$ cat src/rtl/score_bcd_display_pkg.sv
`default_nettype none
// ============================================================================
// Module   : score_bcd_display_pkg
// Purpose  : Shared definitions for the BCD score board: digit width, the
//            command FSM state encoding and an all-nines constant builder.
// Ports    : none (package)
// Revision : 1.0 - initial release
// ============================================================================
package score_bcd_display_pkg;

    localparam int BCD_W      = 4;
    localparam int MAX_DIGITS = 8;

    typedef enum logic [1:0] {
        ST_IDLE   = 2'd0,
        ST_CALC   = 2'd1,
        ST_COMMIT = 2'd2
    } state_t;

    // Saturation value for a score of the given digit count, built at the
    // widest supported size; callers keep the low 4*digits bits.
    function automatic logic [BCD_W*MAX_DIGITS-1:0] bcd_all_nines(input int digits);
        logic [BCD_W*MAX_DIGITS-1:0] v;
        v = '0;
        for (int i = 0; i < MAX_DIGITS; i++) begin
            if (i < digits) begin
                v[i*BCD_W +: BCD_W] = 4'd9;
            end
        end
        return v;
    endfunction

endpackage
`default_nettype wire

$ cat src/rtl/digit_glyph_rom.sv
`default_nettype none
// ============================================================================
// Module   : digit_glyph_rom
// Purpose  : Ten GLYPH_W x GLYPH_H one-bit digit glyphs drawn as seven-segment
//            shapes, read synchronously with one cycle of latency.
// Ports    : clk, reset_n - clock and async active-low reset
//            i_addr      - glyph*W*H + y*W + x
//            o_dout      - registered pixel bit for i_addr
// Revision : 1.0 - initial release
// ============================================================================
module digit_glyph_rom #(
    parameter int GLYPH_W = 60,
    parameter int GLYPH_H = 80,
    parameter int ADDR_W  = 16
) (
    input  logic              clk,
    input  logic              reset_n,
    input  logic [ADDR_W-1:0] i_addr,
    output logic              o_dout
);

    localparam int C_PIX = GLYPH_W * GLYPH_H;
    localparam int C_T   = GLYPH_W / 6;   // stroke thickness
    localparam int C_HM  = GLYPH_H / 2;   // vertical middle

    int         w_a;
    int         w_v;
    int         w_r;
    int         w_x;
    int         w_y;
    logic [6:0] w_seg;   // {g,f,e,d,c,b,a}
    logic [6:0] w_reg;   // pixel lies inside each segment's area
    logic       w_bit;
    logic       r_dout;

    always_comb begin
        w_a = int'(i_addr);
        w_v = w_a / C_PIX;
        w_r = w_a - w_v * C_PIX;
        w_y = w_r / GLYPH_W;
        w_x = w_r - w_y * GLYPH_W;

        case (w_v)
            0:       w_seg = 7'b0111111;
            1:       w_seg = 7'b0000110;
            2:       w_seg = 7'b1011011;
            3:       w_seg = 7'b1001111;
            4:       w_seg = 7'b1100110;
            5:       w_seg = 7'b1101101;
            6:       w_seg = 7'b1111101;
            7:       w_seg = 7'b0000111;
            8:       w_seg = 7'b1111111;
            9:       w_seg = 7'b1101111;
            default: w_seg = 7'b0000000;
        endcase

        w_reg[0] = (w_y < C_T) && (w_x >= C_T) && (w_x < GLYPH_W - C_T);
        w_reg[1] = (w_x >= GLYPH_W - C_T) && (w_y >= C_T) && (w_y < C_HM);
        w_reg[2] = (w_x >= GLYPH_W - C_T) && (w_y >= C_HM) && (w_y < GLYPH_H - C_T);
        w_reg[3] = (w_y >= GLYPH_H - C_T) && (w_x >= C_T) && (w_x < GLYPH_W - C_T);
        w_reg[4] = (w_x < C_T) && (w_y >= C_HM) && (w_y < GLYPH_H - C_T);
        w_reg[5] = (w_x < C_T) && (w_y >= C_T) && (w_y < C_HM);
        w_reg[6] = (w_y >= C_HM - C_T/2) && (w_y < C_HM + C_T/2) &&
                   (w_x >= C_T) && (w_x < GLYPH_W - C_T);

        w_bit = |(w_seg & w_reg);
    end

    always_ff @(posedge clk or negedge reset_n) begin
        if (!reset_n) begin
            r_dout <= 1'b0;
        end else begin
            r_dout <= w_bit;
        end
    end

    assign o_dout = r_dout;

endmodule
`default_nettype wire

$ cat src/rtl/score_bcd_display.sv
`default_nettype none
// ============================================================================
// Module   : score_bcd_display
// Purpose  : N-digit BCD score / high score with digit-serial add/subtract
//            (saturating on overflow, sticky game-over on underflow) and a
//            pixel fill flag for the on-screen readout.
// Ports    : clk, reset_n          - clock, async active-low reset
//            cmd_valid/cmd_ready  - command handshake
//            cmd_sub, cmd_amount  - subtract flag, 0..9 points (clamped)
//            game_clr             - clears score and gameover
//            show_hi              - readout shows hi_score instead of score
//            score, hi_score      - BCD values, digit 0 in the LSBs
//            gameover             - sticky underflow flag
//            x_p, y_p             - current pixel
//            isFilled             - current pixel lies on a lit glyph
// Revision : 1.0 - initial release
// ============================================================================
module score_bcd_display
    import score_bcd_display_pkg::*;
#(
    parameter int DIGITS   = 4,
    parameter int GLYPH_W  = 60,
    parameter int GLYPH_H  = 80,
    parameter int X_ORIGIN = 560,
    parameter int Y_ORIGIN = 0,
    parameter int H_TOTAL  = 800,
    parameter int V_TOTAL  = 600
) (
    input  logic                    clk,
    input  logic                    reset_n,
    input  logic                    cmd_valid,
    output logic                    cmd_ready,
    input  logic                    cmd_sub,
    input  logic [3:0]              cmd_amount,
    input  logic                    game_clr,
    input  logic                    show_hi,
    output logic [BCD_W*DIGITS-1:0] score,
    output logic [BCD_W*DIGITS-1:0] hi_score,
    output logic                    gameover,
    input  logic [11:0]             x_p,
    input  logic [11:0]             y_p,
    output logic                    isFilled
);

    localparam int C_SW     = BCD_W * DIGITS;
    localparam int C_IDX_W  = $clog2(DIGITS);
    localparam int C_PIX    = GLYPH_W * GLYPH_H;
    localparam int C_ADDR_W = $clog2(10 * C_PIX);
    localparam logic [BCD_W*MAX_DIGITS-1:0] C_NINES_FULL = bcd_all_nines(DIGITS);
    localparam logic [C_SW-1:0]             C_NINES      = C_NINES_FULL[C_SW-1:0];

    // ---------------- command FSM ----------------
    state_t             r_state;
    state_t             w_state_nxt;
    logic               w_cmd_ready;
    logic               w_accept;
    logic [C_SW-1:0]    r_score;
    logic [C_SW-1:0]    r_hi;
    logic               r_gameover;
    logic [C_SW-1:0]    r_work;
    logic               r_sub;
    logic [3:0]         r_amt;
    logic [C_IDX_W-1:0] r_idx;
    logic               r_carry;   // carry for add, borrow for subtract

    always_comb begin
        w_state_nxt = r_state;
        w_cmd_ready = 1'b0;
        w_accept    = 1'b0;
        case (r_state)
            ST_IDLE: begin
                w_cmd_ready = !game_clr;
                if (cmd_valid && !game_clr) begin
                    w_accept    = 1'b1;
                    w_state_nxt = ST_CALC;
                end
            end
            ST_CALC: begin
                if (r_idx == C_IDX_W'(DIGITS - 1)) begin
                    w_state_nxt = ST_COMMIT;
                end
            end
            ST_COMMIT: w_state_nxt = ST_IDLE;
            default:   w_state_nxt = ST_IDLE;
        endcase
        if (game_clr) begin
            w_state_nxt = ST_IDLE;
        end
    end

    always_ff @(posedge clk or negedge reset_n) begin
        if (!reset_n) begin
            r_state <= ST_IDLE;
        end else begin
            r_state <= w_state_nxt;
        end
    end

    // One BCD digit per CALC cycle; the amount only enters at digit 0.
    logic [3:0] w_s_dig;
    logic [3:0] w_a;
    logic [4:0] w_sum;
    logic [4:0] w_sum_adj;
    logic [4:0] w_diff;
    logic [3:0] w_dig;
    logic       w_carry_nxt;

    always_comb begin
        w_s_dig     = r_work[int'(r_idx)*BCD_W +: BCD_W];
        w_a         = (r_idx == '0) ? r_amt : 4'd0;
        w_sum       = {1'b0, w_s_dig} + {1'b0, w_a} + {4'd0, r_carry};
        w_sum_adj   = w_sum - 5'd10;
        w_diff      = {1'b0, w_s_dig} - {1'b0, w_a} - {4'd0, r_carry};
        w_dig       = w_sum[3:0];
        w_carry_nxt = 1'b0;
        if (r_sub) begin
            w_dig = w_diff[3:0];
            if (w_diff[4]) begin
                w_dig       = w_diff[3:0] + 4'd10;
                w_carry_nxt = 1'b1;
            end
        end else if (w_sum > 5'd9) begin
            w_dig       = w_sum_adj[3:0];
            w_carry_nxt = 1'b1;
        end
    end

    logic [C_SW-1:0] w_new_score;
    logic            w_gameover_nxt;

    always_comb begin
        w_new_score    = r_work;
        w_gameover_nxt = r_gameover;
        if (r_gameover) begin
            w_new_score = r_score;      // commands are ignored after game over
        end else if (r_carry && !r_sub) begin
            w_new_score = C_NINES;
        end else if (r_carry && r_sub) begin
            w_new_score    = '0;
            w_gameover_nxt = 1'b1;
        end
    end

    always_ff @(posedge clk or negedge reset_n) begin
        if (!reset_n) begin
            r_score    <= '0;
            r_hi       <= '0;
            r_gameover <= 1'b0;
            r_work     <= '0;
            r_sub      <= 1'b0;
            r_amt      <= 4'd0;
            r_idx      <= '0;
            r_carry    <= 1'b0;
        end else if (game_clr) begin
            r_score    <= '0;
            r_gameover <= 1'b0;
        end else begin
            case (r_state)
                ST_IDLE: begin
                    if (w_accept) begin
                        r_sub   <= cmd_sub;
                        r_amt   <= (cmd_amount > 4'd9) ? 4'd9 : cmd_amount;
                        r_work  <= r_score;
                        r_idx   <= '0;
                        r_carry <= 1'b0;
                    end
                end
                ST_CALC: begin
                    r_work[int'(r_idx)*BCD_W +: BCD_W] <= w_dig;
                    r_carry <= w_carry_nxt;
                    r_idx   <= r_idx + 1'b1;
                end
                ST_COMMIT: begin
                    r_score    <= w_new_score;
                    r_gameover <= w_gameover_nxt;
                    if (w_new_score > r_hi) begin
                        r_hi <= w_new_score;
                    end
                end
                default: ;
            endcase
        end
    end

    assign cmd_ready = w_cmd_ready;
    assign score     = r_score;
    assign hi_score  = r_hi;
    assign gameover  = r_gameover;

    // ---------------- readout ----------------
    // Everything is computed for the next pixel so the ROM latency lines up
    // with the pixel the mixer is drawing when isFilled is consumed.
    logic [11:0]         w_nx;
    logic [11:0]         w_ny;
    logic [C_SW-1:0]     w_disp;
    logic                w_hit_x;
    logic                w_in_y;
    logic [C_IDX_W-1:0]  w_slot;
    int                  w_xrel;
    int                  w_yrel;
    logic                w_zero_acc;
    logic                w_blank;
    logic [3:0]          w_v;
    int                  w_addr_i;
    logic [C_ADDR_W-1:0] w_rom_addr;
    logic                w_rom_dout;
    logic                r_in_slot;
    logic                r_blank;

    always_comb begin
        w_nx = x_p + 12'd1;
        w_ny = y_p;
        if (x_p >= 12'(H_TOTAL - 1)) begin
            w_nx = '0;
            w_ny = (y_p >= 12'(V_TOTAL - 1)) ? 12'd0 : y_p + 12'd1;
        end
    end

    always_comb begin
        w_disp  = show_hi ? r_hi : r_score;
        w_hit_x = 1'b0;
        w_slot  = '0;
        w_xrel  = 0;
        for (int j = 0; j < DIGITS; j++) begin
            if (int'(w_nx) >= X_ORIGIN + j*GLYPH_W &&
                int'(w_nx) <  X_ORIGIN + (j+1)*GLYPH_W) begin
                w_hit_x = 1'b1;
                w_slot  = C_IDX_W'(DIGITS - 1 - j);
                w_xrel  = int'(w_nx) - X_ORIGIN - j*GLYPH_W;
            end
        end
        w_in_y = (int'(w_ny) >= Y_ORIGIN) && (int'(w_ny) < Y_ORIGIN + GLYPH_H);
        w_yrel = int'(w_ny) - Y_ORIGIN;

        // Leading-zero blanking: slot k is dark when it and every digit above
        // it are zero. Digit 0 is excluded so a zero score still shows "0".
        w_zero_acc = 1'b1;
        w_blank    = 1'b0;
        for (int k = DIGITS - 1; k > 0; k--) begin
            w_zero_acc = w_zero_acc && (w_disp[k*BCD_W +: BCD_W] == 4'd0);
            if (C_IDX_W'(k) == w_slot) begin
                w_blank = w_zero_acc;
            end
        end

        w_v      = w_disp[int'(w_slot)*BCD_W +: BCD_W];
        w_addr_i = 0;
        if (w_hit_x && w_in_y) begin
            w_addr_i = int'(w_v) * C_PIX + w_yrel * GLYPH_W + w_xrel;
        end
        w_rom_addr = C_ADDR_W'(w_addr_i);
    end

    digit_glyph_rom #(
        .GLYPH_W (GLYPH_W),
        .GLYPH_H (GLYPH_H),
        .ADDR_W  (C_ADDR_W)
    ) u_rom (
        .clk     (clk),
        .reset_n (reset_n),
        .i_addr  (w_rom_addr),
        .o_dout  (w_rom_dout)
    );

    always_ff @(posedge clk or negedge reset_n) begin
        if (!reset_n) begin
            r_in_slot <= 1'b0;
            r_blank   <= 1'b0;
        end else begin
            r_in_slot <= w_hit_x && w_in_y;
            r_blank   <= w_blank;
        end
    end

    assign isFilled = w_rom_dout & r_in_slot & ~r_blank;

endmodule
`default_nettype wire

$ cat config.mk
export PLATFORM = sky130hd
export DESIGN_NAME = score_bcd_display
export DESIGN_NICKNAME = d
export VERILOG_FILES = /design/src/rtl/score_bcd_display_pkg.sv /design/src/rtl/digit_glyph_rom.sv /design/src/rtl/score_bcd_display.sv
export SDC_FILE = /design/constraint.sdc
export NUM_CORES = 1
export LEC_CHECK = 0
export CAP_MARGIN = 20
export CORE_MARGIN = 2
export CORE_UTILIZATION = 40
export DETAILED_ROUTE_END_ITERATION = 16
export GPL_TIMING_DRIVEN = 1
export PLACE_DENSITY = 0.67
export REMOVE_ABC_BUFFERS = 1
export SLEW_MARGIN = 20
export SYNTH_ARGS = -nofsm -noshare
export SYNTH_HDL_FRONTEND = slang
export SYNTH_SLANG_ARGS = --single-unit
$ cat constraint.sdc
create_clock -name clk -period 29.5 [get_ports clk]
set_clock_uncertainty 0.1 [all_clocks]
set_input_delay 5.9 -clock clk [delete_from_list [all_inputs] [get_ports clk]]
set_output_delay 5.9 -clock clk [all_outputs]
set_load 0.05 [all_outputs]
After elaboration in Yosys (flattened, before gate mapping)

Memory sizes are Yosys's and may differ from the RTL's.
Index checks and enable logic that the tools add are counted.

Register bits: 62
ROM bits: 112
Input port bits: 34
Output and inout bits: 35
Logic and storage cells: 174
Memories kept: 1

Memory list:

| name            | depth | bits a word | read ports | clocked after Yosys merged registers in | wr ports | line                  | RTL |
|---|---|---|---|---|---|---|---|
| (no name shown) | 16    | 7           | 1          | 0                                       | 0        | digit_glyph_rom.sv:43 | `case (w_v)` |

Add/subtract/negate cells: 18
Multipliers: 4
Div/mod/pow operators: 2
Order comparisons: 26
Eq/ne operators: 9
Shift operators: 4
Multiplexer cells: 53
Bitwise operators: 5
Reductions and logical operators: 40

Operators by type and width:

| kind                                                                    | count |
|---|---|
| 16-bit 2-to-1 mux                                                       | 12 |
| 32-bit by 7-bit >= comparator with 1-bit output, second input constant  | 3 |
| 32-bit by 7-bit < comparator with 1-bit output, second input constant   | 3 |
| 12-bit by 10-bit >= comparator with 1-bit output, second input constant | 6 |
| 32-bit by 5-bit >= comparator with 1-bit output, second input constant  | 2 |
| 32-bit by 5-bit < comparator with 1-bit output, second input constant   | 2 |
| 12-bit by 10-bit < comparator with 1-bit output, second input constant  | 4 |
| 12-bit 2-to-1 mux                                                       | 3 |
| 4-bit negation with 33-bit output                                       | 1 |
| 4-bit by 33-bit variable shift with 16-bit output, first input constant | 1 |
| 4-bit by 33-bit indexed part select with 16-bit output                  | 1 |
| 16-bit adder                                                            | 2 |
| 17-bit by 14-bit divider with 32-bit output, second input constant      | 1 |
| 32-bit by 7-bit divider with 32-bit output, second input constant       | 1 |
| 32-bit by 8-bit >= comparator with 1-bit output, second input constant  | 1 |
| 32-bit by 8-bit < comparator with 1-bit output, second input constant   | 1 |
| 32-bit by 5-bit multiplier with 30-bit output, second input constant    | 1 |
| 32-bit by 8-bit multiplier with 26-bit output, second input constant    | 1 |
| 16-bit case mux with 2 select lines                                     | 1 |
| 16-bit by 5-bit indexed part select with 4-bit output                   | 2 |
| 17-bit by 32-bit subtractor with 32-bit output                          | 1 |
| 32-bit subtractor                                                       | 1 |
| 28-bit logical NOT                                                      | 1 |
| 1-bit logical AND                                                       | 25 |
| other kinds (41)                                                        | 84 |

Logic depth before layout (Yosys ltp)

Depth after elaboration: 24
Mapped depth: 149
Depth with buffers taken out: 141

Hierarchy

From an unflattened synthesis, not the netlist that was laid out.

Cells, all modules: 2209
Area total of the unflattened synthesis: 17319.1 sq um

Modules (own cells, without submodules):

| module            | instances | cells an instance | area an instance (sq um) | seq. area each (sq um) |
|---|---|---|---|---|
| digit_glyph_rom   | 1         | 1287              | 9424.0                   | 25.0 |
| score_bcd_display | 1         | 922               | 7895.1                   | 1526.5 |

Worst setup path before layout

No wires, ideal clock.

Path kind: input to register
Start point: input x_p[0]
End point: register u_rom.r_dout (netlist: u_rom.o_dout)
Setup time: 0.118 ns
Arrival time: 34.224 ns
Required time: 29.282 ns
Setup slack: -4.942 ns
Stages on the path: 137
Path buffers: 5
Path through: ha_1 > and4_1 > buf_4 > o21a_1 > nor2_4 > o21a_1 > ha_1 > clkbuf_1 > nor3_1 > a311o_1 > nor2_4 > or2_1 > nand2_1 > mux4_2 > mux2i_1 > o21ai_0 > ha_1 > inv_1 > [101 not listed] > a21o_1 > a21o_1 > a21oi_1 > o21bai_1 > a21oi_1 > o21bai_1 > a21o_1 > a21o_1 > a21o_1 > a21oi_1 > xnor2_1 > nor4_1 > nand4_1 > or4_4 > a2111oi_4 > and2_1 > o21ai_1 > a21o_1

Word-level cells in the longest chain between the ends: 24
Elaborated cells between the ends (all ways): 78
Those cells by class: add/sub (9); mul (4); div (2); order compare (22); shift (1); mux (16); bitwise (1); reduce/logical (22); memory (1)

RTL lines:

| item                                                                                                                | line                                                                | RTL |
|---|---|---|
| from (decl)                                                                                                         | score_bcd_display.sv:40                                             | `input logic [11:0] x_p,` |
| 12-bit by 1-bit adder with 12-bit output or 12-bit by 10-bit >= comparator with 1-bit output (tied branches)        | score_bcd_display.sv:211, score_bcd_display.sv:213                  |  |
| 12-bit 2-to-1 mux                                                                                                   | score_bcd_display.sv:213                                            | `if (x_p >= 12'(H_TOTAL - 1)) begin` |
| 12-bit by 10-bit >= comparator with 1-bit output or 12-bit by 10-bit < comparator with 1-bit output (tied branches) | score_bcd_display.sv:225, score_bcd_display.sv:226                  |  |
| 1-bit logical AND                                                                                                   | score_bcd_display.sv:225                                            | `if (int'(w_nx) >= X_ORIGIN + j*GLYPH_W &&` |
| 2-bit 2-to-1 mux (4 in a row)                                                                                       | score_bcd_display.sv:225                                            |  |
| 16-bit by 5-bit indexed part select with 4-bit output                                                               | score_bcd_display.sv:246                                            | `w_v = w_disp[int'(w_slot)*BCD_W +: BCD_W];` |
| 4-bit by 7-bit multiplier with 10-bit output                                                                        | score_bcd_display.sv:249                                            | `w_addr_i = int'(w_v) * C_PIX + w_yrel * GLYPH_W + w_xrel;` |
| 16-bit adder (2 in a row)                                                                                           | score_bcd_display.sv:249                                            |  |
| [4 not listed]                                                                                                      | -                                                                   |  |
| 32-bit by 7-bit divider with 32-bit output                                                                          | digit_glyph_rom.sv:40                                               | `w_y = w_r / GLYPH_W;` |
| 32-bit by 5-bit multiplier with 30-bit output                                                                       | digit_glyph_rom.sv:41                                               | `w_x = w_r - w_y * GLYPH_W;` |
| 32-bit subtractor                                                                                                   | digit_glyph_rom.sv:41                                               |  |
| 32-bit by 5-bit >= comparator with 1-bit output (tied with other cells)                                             | digit_glyph_rom.sv:57, digit_glyph_rom.sv:60, digit_glyph_rom.sv:64 |  |
| 1-bit logical AND (tied with other cells) (2 in a row)                                                              | digit_glyph_rom.sv:57                                               | `w_reg[0] = (w_y < C_T) && (w_x >= C_T) && (w_x < GLYPH_W - C_T);` |
| 7-bit bitwise AND (*)                                                                                               | digit_glyph_rom.sv:66                                               | `w_bit = \|(w_seg & w_reg);` |
| 7-bit OR reduction (*)                                                                                              | digit_glyph_rom.sv:66                                               |  |
| net u_rom.w_bit                                                                                                     | digit_glyph_rom.sv:33                                               | `logic w_bit;` |
| to (signal assigned)                                                                                                | digit_glyph_rom.sv:73                                               | `r_dout <= w_bit;` |
| to (decl)                                                                                                           | digit_glyph_rom.sv:34                                               | `logic r_dout;` |

Mark *: on every way through the listed nets, which the timed path passes. The rest lies on a longest branch.
A chain may end at the register's enable or synchronous reset.

Worst setup path after layout

Start point: input x_p[7]
End point: register u_rom.r_dout (netlist: u_rom.o_dout)

The elaborated chain is that of the path after synthesis.

==> metrics.txt <==
RSZ-0062 raised after global routing=yes; largest net degree at the start of global routing=63; Ys Warns=0; worst setup path class=input port to flop; I/O Pins=69; vias in the first global route=a little over 20k; largest fanout on the critical path=10; Longest Clk Path Bufs=2; worst hold slack=just under 400 ps; clock latency on the worst-skew pair=between 300 and 400 ps; CP delay by family, top=compound AO/OA/AOI/OAI gates; Clock transition at path regs=about 50 ps; Post-Syn Instances=2300; Post-Syn Area per Cell=~7.7 um^2; worst min path class=flop to flop; Hold Fails Final Rpt=0; CTS H-tree depth=3; Slew @ Worst Pin=approximately 960 ps; TritonRoute pass-1 iters=6; dpl hpwl=49.42 mm; max incr delay on CP=~570 ps; wire per inst=16.90 um; f_max=just over 0.03 GHz; Post-CTS Hold Fix Bufs=0; core area=about 0.044 mm^2; Setup-failing EPs final=1; RePlAce Congestion=0.9328; final cycle utilization of the critical path=109.8%; first-pass GRT wire length=99.37 mm; Die ar.=between 0.04 and 0.05 mm^2; most common cell after layout, fill and taps aside=buf_4; DR iter-0 viols=1402; Final Net Count=3473; normalized max-slew margin=approximately a third; Crit path top cell by count=buf_4; GRT Total Usage=25.66%; CTS tree=built; Worst Setup End Kind=flop; final setup margin=-2877 ps; Mapped Area=about 0.018 mm^2; Die Ht=~220 um; DRT antenna net count=0; Vias=just over 20k; CTS root buf=clkbuf_16; Starting Density=around two fifths; DRC Markers=0; area grow syn2layout=49.12%; outcome=finished, violations left; number of synthesized register bits=62; most frequent cells in the layout=781 x buf_4, 259 x inv_1, 223 x ha_1; initial antenna violation count=0; Max Slew Vio Count=0; share of cells above drive strength 1=between 30% and 40%; final wirelength=roughly 63 mm; Inserted Clock Buffers=9; row cnt=a little under 80; Synth async-reset ratio=between 90% and 100%; worst endpoint required time=between 20000 and 30000 ps; Main synth FF type=dfrtp_1; Vias/cell=around 5.5; Worst Path Arrival=~33000 ps; Seq/Total Area, Yosys=8.712%; Port Buf Inserts=68; Die X=~220 um; worst path buffer plus inverter count=25; number of max-cap violations=0; Clock Sinks=62; Setup crit start kind=input port; Slowest cell on crit path=or4_4; violated checks=setup timing; EDFF count, synth=0; fin crit period=about 32000 ps; global route overflow=0; # diodes=0; Yosys cell types=approximately 120
## cells by family after synthesis
family          Yosys count  share of synthesized area, %
compound gates          680                         26.47
xor+xnor                153                         7.862
fa+ha+maj               325                         26.36
buf+inv                 336                         7.497
flops                    62                         8.712
mux                      55                         3.639
simple gates            689                         19.45
## path summary, 6_finish.rpt
kind	start	endpoint	slack, ps	cells after the start
setup / recovery	x_p[7]	u_rom.o_dout	-2880	144
hold / removal	r_amt[1]	r_amt[1]	390	2
setup reg to reg	score[10]	u_rom.o_dout	4350	132
hold reg to reg	r_amt[1]	r_amt[1]	390	2
max in group asynchronous	reset_n	r_work[6]	23130	2
min in group asynchronous	reset_n	r_work[11]	5620	2
## flip-flops by register name, indices dropped and copies added (netlist names), 2 cells and up
| name | cells |
|---|---|
| score | 16 |
| r_idx | 2 |
| r_state | 2 |
| hi_score | 16 |
| r_amt | 4 |
| r_work | 16 |
## per-stage QoR
stage / instances / area [um^2] / utilization [%] / TNS, ps / setup slack (ps)
final: 3712 / 26560 / 60.18 / -2877 / -2877
after global routing: 3712 / 26560 / 60.18 / -4003 / -4003
after CTS: 3660 / 25300 / 57.35 / -2794 / -2794
after detailed placement: 3599 / 24190 / 54.82 / -4939 / -4939
after global placement: 3599 / 24190 / 54.82 / -3951 / -3951
after floorplan: 2239 / 17520 / - / -5415 / -5415
## worst min-delay path: stages, from the launching register on
cell and delay, ps:
dfrtp_1 340, nand2_1 50, o21ai_0 60
## metal layers
layer | track usage (%) | vias to the layer above | routed length [um]
met5 | 0 | - | 0
met4 | 6.805 | 0 | 2021
met3 | 2.350 | 162 | 3153
met2 | 45.56 | 658 | 30610
met1 | 33.30 | 9855 | 26960
li1 | - | 9866 | -
## Yosys cell counts (24+ instances only)
cell type	count	share of area (%)
a21o_1	39	1.6
fa_1	84	9.4
nand2_1	161	3.4
nor3_1	43	1.2
nor2b_1	24	0.84
dfrtp_1	62	8.7
xnor2_1	110	5.4
inv_1	269	5.7
clkbuf_1	37	0.78
nand3_1	54	1.5
a21oi_1	189	5.3
nor2_1	192	4.0
nand4_1	31	1.1
ha_1	240	17
xor2_1	39	1.9
o21ai_0	140	3.9
mux2i_1	34	1.9
a31oi_1	30	1.1
nand2b_1	44	1.5
## cell type report
type / instances / area (um^2)
sequential: 62 / 1551
tap: 592 / 740.7
multi-input combinational: 1903 / 16190
inverter: 275 / 1045
clock inverter: 6 / 62.56
timing repair buffer: 864 / 6735
clock buffer: 10 / 229.0
fill: 3873 / 17570
## timing repair
action,4_1_cts,5_1_grt
resized for setup,100,207
setup buffers,45,51
hold endpoints to repair,0,0
cloned,0,1
pin swaps,64,153
setup endpoints to repair,1,1
Power is not shown: default switching activity piles up to over one toggle a cycle in this logic, so the estimate is an artifact.
